--- src/rtl/cond_flag_unit.sv ---
// cond_flag_unit
//   Execute-stage consumer of the ALU flag interface. Holds the architectural NZCV flag
//   register, evaluates each instruction's ARM-style condition field against it, gates the
//   instruction's branch / register-write / memory-write requests, and latches the new
//   ALU flags for instructions that pass their condition and ask for a flag update.
//   All outputs are registered and appear one cycle after the instruction is accepted.
//
// Parameters
//   SQ_CNT_W  width of the saturating squashed-instruction counter
//   FLAG_RST  reset value of the flag register {N,Z,C,V}
//
// Ports
//   clk        clock, all state updates on the rising edge
//   reset      synchronous active-high reset, dominates stall and in_valid
//   in_valid   an execute-stage instruction is present this cycle
//   stall      freeze: every register holds
//   Cond       4-bit condition field
//   FlagW      [1] update N,Z  [0] update C,V
//   ALUFlag    {N,Z,C,V} produced by the ALU for this instruction
//   PCS        branch request
//   RegW       register-write request
//   MemW       memory-write request
//   NoWrite    compare-type op: never write the register file
//   out_valid  registered outputs belong to an accepted instruction
//   PCSrc      gated branch
//   RegWrite   gated register write
//   MemWrite   gated memory write
//   CondEx     condition result of the registered instruction
//   Flags      current flag register {N,Z,C,V}
//   sq_count   count of accepted instructions whose condition failed (saturating)

module cond_flag_unit #(
  parameter int unsigned SQ_CNT_W = 16,
  parameter logic [3:0]  FLAG_RST = 4'b0000
) (
  input  logic                clk,
  input  logic                reset,
  input  logic                in_valid,
  input  logic                stall,
  input  logic [3:0]          Cond,
  input  logic [1:0]          FlagW,
  input  logic [3:0]          ALUFlag,
  input  logic                PCS,
  input  logic                RegW,
  input  logic                MemW,
  input  logic                NoWrite,
  output logic                out_valid,
  output logic                PCSrc,
  output logic                RegWrite,
  output logic                MemWrite,
  output logic                CondEx,
  output logic [3:0]          Flags,
  output logic [SQ_CNT_W-1:0] sq_count
);

  logic [3:0]          flags_q;
  logic                out_valid_q;
  logic                pc_src_q;
  logic                reg_write_q;
  logic                mem_write_q;
  logic                cond_ex_q;
  logic [SQ_CNT_W-1:0] sq_count_q;

  logic flag_n, flag_z, flag_c, flag_v;
  logic cex;
  logic accept;

  assign flag_n = flags_q[3];
  assign flag_z = flags_q[2];
  assign flag_c = flags_q[1];
  assign flag_v = flags_q[0];

  assign accept = in_valid & ~stall;

  // Condition uses the registered flags only: an instruction never sees its own update,
  // while the next instruction sees it because the register has already been written.
  always_comb begin
    cex = 1'b0;
    unique case (Cond)
      4'b0000: cex = flag_z;                                  // EQ
      4'b0001: cex = ~flag_z;                                 // NE
      4'b0010: cex = flag_c;                                  // CS
      4'b0011: cex = ~flag_c;                                 // CC
      4'b0100: cex = flag_n;                                  // MI
      4'b0101: cex = ~flag_n;                                 // PL
      4'b0110: cex = flag_v;                                  // VS
      4'b0111: cex = ~flag_v;                                 // VC
      4'b1000: cex = flag_c & ~flag_z;                        // HI
      4'b1001: cex = ~flag_c | flag_z;                        // LS
      4'b1010: cex = (flag_n == flag_v);                      // GE
      4'b1011: cex = (flag_n != flag_v);                      // LT
      4'b1100: cex = ~flag_z & (flag_n == flag_v);            // GT
      4'b1101: cex = flag_z | (flag_n != flag_v);             // LE
      4'b1110: cex = 1'b1;                                    // AL
      4'b1111: cex = 1'b0;                                    // NV
      default: cex = 1'b0;
    endcase
  end

  always_ff @(posedge clk) begin
    if (reset) begin
      flags_q     <= FLAG_RST;
      out_valid_q <= 1'b0;
      pc_src_q    <= 1'b0;
      reg_write_q <= 1'b0;
      mem_write_q <= 1'b0;
      cond_ex_q   <= 1'b0;
      sq_count_q  <= '0;
    end else if (!stall) begin
      if (accept) begin
        // A failed condition leaves the flags untouched whatever FlagW says.
        if (FlagW[1] && cex) flags_q[3:2] <= ALUFlag[3:2];
        if (FlagW[0] && cex) flags_q[1:0] <= ALUFlag[1:0];
        out_valid_q <= 1'b1;
        pc_src_q    <= PCS & cex;
        reg_write_q <= RegW & cex & ~NoWrite;
        mem_write_q <= MemW & cex;
        cond_ex_q   <= cex;
        if (!cex && (sq_count_q != {SQ_CNT_W{1'b1}})) sq_count_q <= sq_count_q + 1'b1;
      end else begin
        // Bubble: drop the gated outputs, keep architectural state.
        out_valid_q <= 1'b0;
        pc_src_q    <= 1'b0;
        reg_write_q <= 1'b0;
        mem_write_q <= 1'b0;
        cond_ex_q   <= 1'b0;
      end
    end
  end

  assign out_valid = out_valid_q;
  assign PCSrc     = pc_src_q;
  assign RegWrite  = reg_write_q;
  assign MemWrite  = mem_write_q;
  assign CondEx    = cond_ex_q;
  assign Flags     = flags_q;
  assign sq_count  = sq_count_q;

endmodule

--- config.mk ---
export PLATFORM = sky130hd
export DESIGN_NAME = cond_flag_unit
export DESIGN_NICKNAME = d
export VERILOG_FILES = /design/src/rtl/cond_flag_unit.sv
export SDC_FILE = /design/constraint.sdc
export NUM_CORES = 1
export LEC_CHECK = 0
export ABC_AREA = 1
export BUFFER_PORTS_ARGS = -buffer_cell sky130_fd_sc_hd__buf_2
export CAP_MARGIN = 20
export CORE_UTILIZATION = 51
export DETAILED_ROUTE_END_ITERATION = 10
export GPL_TIMING_DRIVEN = 0
export HOLD_SLACK_MARGIN = 0.02
export PLACE_DENSITY = 0.88
export SYNTH_ARGS = -nofsm -noshare
export SYNTH_HDL_FRONTEND = slang
export SYNTH_SLANG_ARGS = --single-unit
--- constraint.sdc ---
create_clock -name clk -period 2.3 [get_ports clk]
set_clock_uncertainty 0.2 [all_clocks]
set_input_delay 0.115 -clock clk [delete_from_list [all_inputs] [get_ports clk]]
set_output_delay 0.115 -clock clk [all_outputs]
set_load 0.01 [all_outputs]
=== Word level (Yosys, flattened, before mapping) ===
Index checks and enable logic that the tools add are counted.

* Flip-flop bits (word level): 25
* Output and inout bits: 25
* Logic and storage cells: 56

* $add $sub $neg: 1
* Reduce and logical (&&, ||, !) cells: 8
* Bitwise operators: 15
* Multiplexer cells: 6
* Equal/unequal tests: 18

{| class="wikitable"
|+ Operators with widths
! cell !! number
|-
| 4-bit equality test, second input constant || 8
|-
| 16-bit by 1-bit adder with 16-bit output, second input constant || 1
|-
| 4-bit by 3-bit equality test with 1-bit output, second input constant || 4
|-
| 16-bit inequality test, second input constant || 1
|-
| 1-bit case mux with 16 select lines || 1
|-
| 3-bit AND reduction || 3
|-
| 4-bit by 2-bit equality test with 1-bit output, second input constant || 2
|-
| 1-bit bitwise AND || 7
|-
| 1-bit inverter || 6
|-
| 1-bit 2-to-1 mux || 5
|-
| 4-bit by 1-bit equality test with 1-bit output, second input constant || 1
|-
| 4-bit logical NOT || 1
|-
| 1-bit logical AND || 3
|-
| 1-bit OR || 2
|-
| 1-bit equality test || 1
|-
| 1-bit logical NOT || 1
|-
| 1-bit inequality test || 1
|}

=== Longest topological paths before layout ===
* Word-level depth: 6
* Gate-level depth with buffers: 14

=== Least setup slack after synthesis ===
Ideal clock, no wire load.

* Path type: register -> register
* Start point: reg sq_count_q[0], in the netlist sq_count[0]
* End point: reg sq_count_q[3], in the netlist sq_count[3]
* Clock period less this slack: 1,847 ps
* Setup time: 143 ps
* Arrival time: 1,503 ps
* Cell stages (with the launch flop): 8
* Setup slack: 453 ps
* Path buffers: 1
* Cell sequence: dfxtp_1 > ha_1 > nand2_1 > nor2_2 > a41oi_4 > buf_4 > nand3_1 > a21oi_2

* Word-level cells in the longest chain between the ends: 3
* Elaborated cells between the ends (all ways): 4
* Classes of those cells: add/sub: 1; eq/ne: 1; reduce/logical: 2

{| class="wikitable"
|+ Ends and longest elaborated chain
! item !! RTL line !! RTL
|-
| start: declaration || 62 || <nowiki>logic [SQ_CNT_W-1:0] sq_count_q;</nowiki>
|-
| start signal: assignment || 119 || <nowiki>if (!cex && (sq_count_q != {SQ_CNT_W{1'b1}})) sq_count_q <= sq_count_q + 1'b1;</nowiki>
|-
| parallel branches: the longest is 3 deep, another holds 16-bit by 1-bit adder with 16-bit output || - ||
|}

Several ways; the timed one is not identified.
A chain may end at the register's enable or synchronous reset.

=== Worst setup path after layout ===
* Start point: reg flags_q[3], in the netlist Flags[3]
* End point: reg flags_q[3], in the netlist Flags[3]

* Word-level cells in the longest chain between the ends: 5
* Elaborated cells between the ends (all ways): 8
* Classes of those cells: eq/ne: 2; mux: 1; bitwise: 3; reduce/logical: 2

{| class="wikitable"
|+ Ends and longest elaborated chain
! item !! RTL line !! RTL
|-
| start: declaration || 56 || <nowiki>logic [3:0] flags_q;</nowiki>
|-
| start signal: assignment || 112 || <nowiki>if (FlagW[1] && cex) flags_q[3:2] <= ALUFlag[3:2];</nowiki>
|-
| 1-bit inequality test or 1-bit equality test (tied branches) || - ||
|-
| 1-bit OR or 1-bit bitwise AND (tied branches) || 93, 92 ||
|-
| 1-bit case mux with 16 select lines * || 79 || <nowiki>unique case (Cond)</nowiki>
|-
| 1-bit logical AND * || 112 ||
|-
| 3-bit AND reduction (no source line) * || - ||
|}

Every way passes the cells marked *; elsewhere a longest branch is shown, timed or not.

==> flow_metrics.py <==
metrics = {
    "placed_design": {
        "gp_congestion": 0.890,
        "dpl.hpwl_um": 2740,
        "dp_slack_ns": 0.258,
        "dp.cells": 317,
        "io_buffers": 42,
    },
    "global_route": {
        "antenna_found_initial": 0,
        "grt_max_degree": 16,
        "overflow": 0,
        "grt_pass1_wl_um": 6240,
        "grt_pass1_vias": 1429,
        "grt_usage_pct": 23.9,
    },
    "route": {
        "drt_iter0_markers": 129,
        "drt-total-wl_um": 3960,
        "dr.pass1.iters": 4,
        "drc_errors": 0,
        "post_drt_wl_per_cell_um": 11.7,
        "vias": 1666,
        "vias_per_cell": 4.93,
        "postRouteAntennaNets": 0,
    },
    "timing": {
        "worst_slack_ns": 0.0567,
        "hold_violations": 0,
        "finalSetupTns_ns": 0,
        "setup_viol": 0,
        "relSlewSlack_pct": 52.7,
        "tightest_slew_ns": 0.709,
        "slew_viol_final": 0,
        "fin_crit_ns": 2.24,
        "period_share_pct": 97.5,
        "hold_ws_ns": 0.0761,
        "maxClockFrequency_ghz": 0.446,
    },
    "power_and_ir_drop": {
        "vdd_drop_max_v": 0.000206,
        "power.density_nw_per_um2": 407,
        "p_leak_nw": 0.916,
    },
    "clock_network": {
        "clkSlewWorstSetupHoldPaths_ns": 0.15,
        "clockBufferDepth": 2,
        "clock_sinks": 25,
        "cts_buffers": 3,
        "cts_tree": "yes",
        "insertion_delay_ns": 0.34,
        "cts_max_level": 1,
        "cts-root-buf": "clkbuf_4",
    },
    "finish": {
        "drive_gt1_share_pct": 31.0,
        "final_nets": 314,
        "num-fill-cells": 250,
        "diodes": 0,
        "area_delta_synth_final_pct": 29.2,
        "fin_cells": 338,
        "register_area_um2": 507,
        "multi_input_area_um2": 972,
    },
    "worst_setup_path": {
        "cp_slowest_cell": "dlygate4sd3_1",
        "worstPathMaxFanout": 5,
        "cp-end-kind": "register",
        "path_buf_inv": 2,
        "crit_required_ns": 2.36,
        "critical_path.top_delay_family": "simple AND/OR/NAND/NOR gates",
        "path_cells": "inv_2, nand2_2, nand2_1, o21ai_1, nand2_1, nand3_2, nand2_2, nand2_4, nand4_1, nor2_1, dlygate4sd3_1, nor2_1",
        "critPathKind": "register to register",
        "cp_slowest_stage_delay_ns": 0.56,
        "setup.worst_path.start_class": "register",
        "critPathArrivalTime_ns": 2.30,
    },
    "yosys": {
        "postSynthCellCount": 231,
        "ys_ff_latch": 25,
        "synth_flop_cell": "dfxtp_1",
        "syn_area_per_cell_um2": 7.02,
        "synth_most_common_cell": "nand2_1",
        "synth_top_area_cell": "dfxtp_1",
        "yosys_warnings": 0,
        "yosys.area.top_type_share_pct": 30.9,
        "ys_types": 28,
        "async_reset_ff_share_pct": 0,
        "synthesis.nets": 250,
        "synth_area_leaders": "dfxtp_1 (31%), nand2_1 (12%), nand3_1 (7.1%)",
        "syn_area_um2": 1620,
        "synth-seq-area-share_pct": 30.9,
        "synth_edf_count": 0,
        "synth_commonest_cells": "nand2_1 (52), nor2_1 (27), dfxtp_1 (25), inv_1 (25), nand3_1 (23)",
    },
    "floorplanning": {
        "ioPinCount": 43,
        "fp.dieH_um": 58.4,
        "dieArea_um2": 3410,
        "core_region_area_um2": 3030,
        "die_x_um": 58.4,
        "start_util_pct": 53.6,
        "rows": 20,
    },
    "flow_run": {
        "maxCapViolations": 0,
    },
    "hold_path": {
        "hold_class": "input pin to register",
    },
    "status": {
        "status": "complete, no violations",
    },
}
==> layout by cell type, fill, tap and decap left out, types with 2 or more instances in the layout <==
cell,count
clkbuf_4,3
a21oi_2,10
dfxtp_2,2
nand2_2,12
nand3_1,23
nor2_2,2
clkbuf_1,2
a21oi_1,10
nor3_1,2
xnor2_1,2
dlygate4sd3_1,15
nor4_1,3
nand2_1,51
nand4_1,5
nand2_8,2
buf_4,3
inv_2,5
nor2_1,27
inv_1,23
xor2_1,12
dfxtp_1,22
buf_2,42
nor3_2,2
o21ai_0,3
==> layout make-up <==
| cell class | count | share of cell area, % |
|---|---|---|
| plain buffers | 5 | 2.39 |
| repair buffers | 59 | 17.9 |
| flip-flops and latches | 25 | 24.2 |
| well taps | 44 | 2.63 |
| multi-input cells | 173 | 46.4 |
| clock inverters | 1 | 0.358 |
| inverters | 28 | 5.02 |
| clock buffers | 3 | 1.08 |
==> final timing paths <==
| check | slack, ns | startpoint | depth (start not counted) | endpoint |
|---|---|---|---|---|
| min | 0.08 | in_valid | 7 | Flags[2] |
| max | 0.06 | Flags[3] | 12 | Flags[3] |
| max reg2reg | 0.06 | Flags[3] | 12 | Flags[3] |
| min reg2reg | 0.27 | RegWrite | 2 | RegWrite |
==> report_power, final <==
group	switching (mW)	internal [mW]
clock	0.152	0.0669
sequential	0.00937	0.442
combinational	0.103	0.0796
==> cell families after synthesis <==
kind of cell	after synthesis	share of synthesized area (%)
buffers and inverters	33	9.57
DFF	25	30.9
adders and majority gates	1	0.771
AOI/OAI and AO/OA	26	11.7
xor gates and xnor gates	14	7.56
and+or+nand+nor	132	39.5
==> worst register-to-register path, delay by kind of cell, from the launching register on <==
kind / cells / cell delay, ns
AND/OR/NAND/NOR: 9 / 0.80
AO/OA/AOI/OAI: 1 / 0.15
flip-flops: 1 / 0.41
buffers and inverters: 2 / 0.61
==> repair_timing <==
| action | CTS | global route |
|---|---|---|
| gates resized for setup | 0 | 8 |
| endpoints found under the hold margin | 11 | 0 |
| hold buffers | 15 | 0 |
| endpoints found under the setup margin | 0 | 2 |
| buffers inserted | 0 | 2 |
==> registers in the layout, indices dropped and copies added (netlist names) <==
| register | cells |
|---|---|
| MemWrite | 1 |
| PCSrc | 1 |
| sq_count | 16 |
| Flags | 4 |
| CondEx | 1 |
| out_valid | 1 |
| RegWrite | 1 |
==> per-stage QoR <==
step	total power, mW	area [um^2]	util [%]
2_1_floorplan	0.568	1620	-
3_3_place_gp	0.613	1890	62.3
3_5_place_dp	0.615	1890	62.3
4_1_cts	0.842	2070	68.3
5_1_grt	0.898	2090	69.2
6_report	0.853	2090	69.2
==> metal layers <==
layer	vias up	track usage (%)	share of wire, %
li1	867	-	-
met3	5	2.64	5.3
met2	53	39.6	48
met5	-	0	0
met1	741	31.9	46
met4	0	9.52	1.2
No activity file was read; power rests on OpenSTA's default activity.
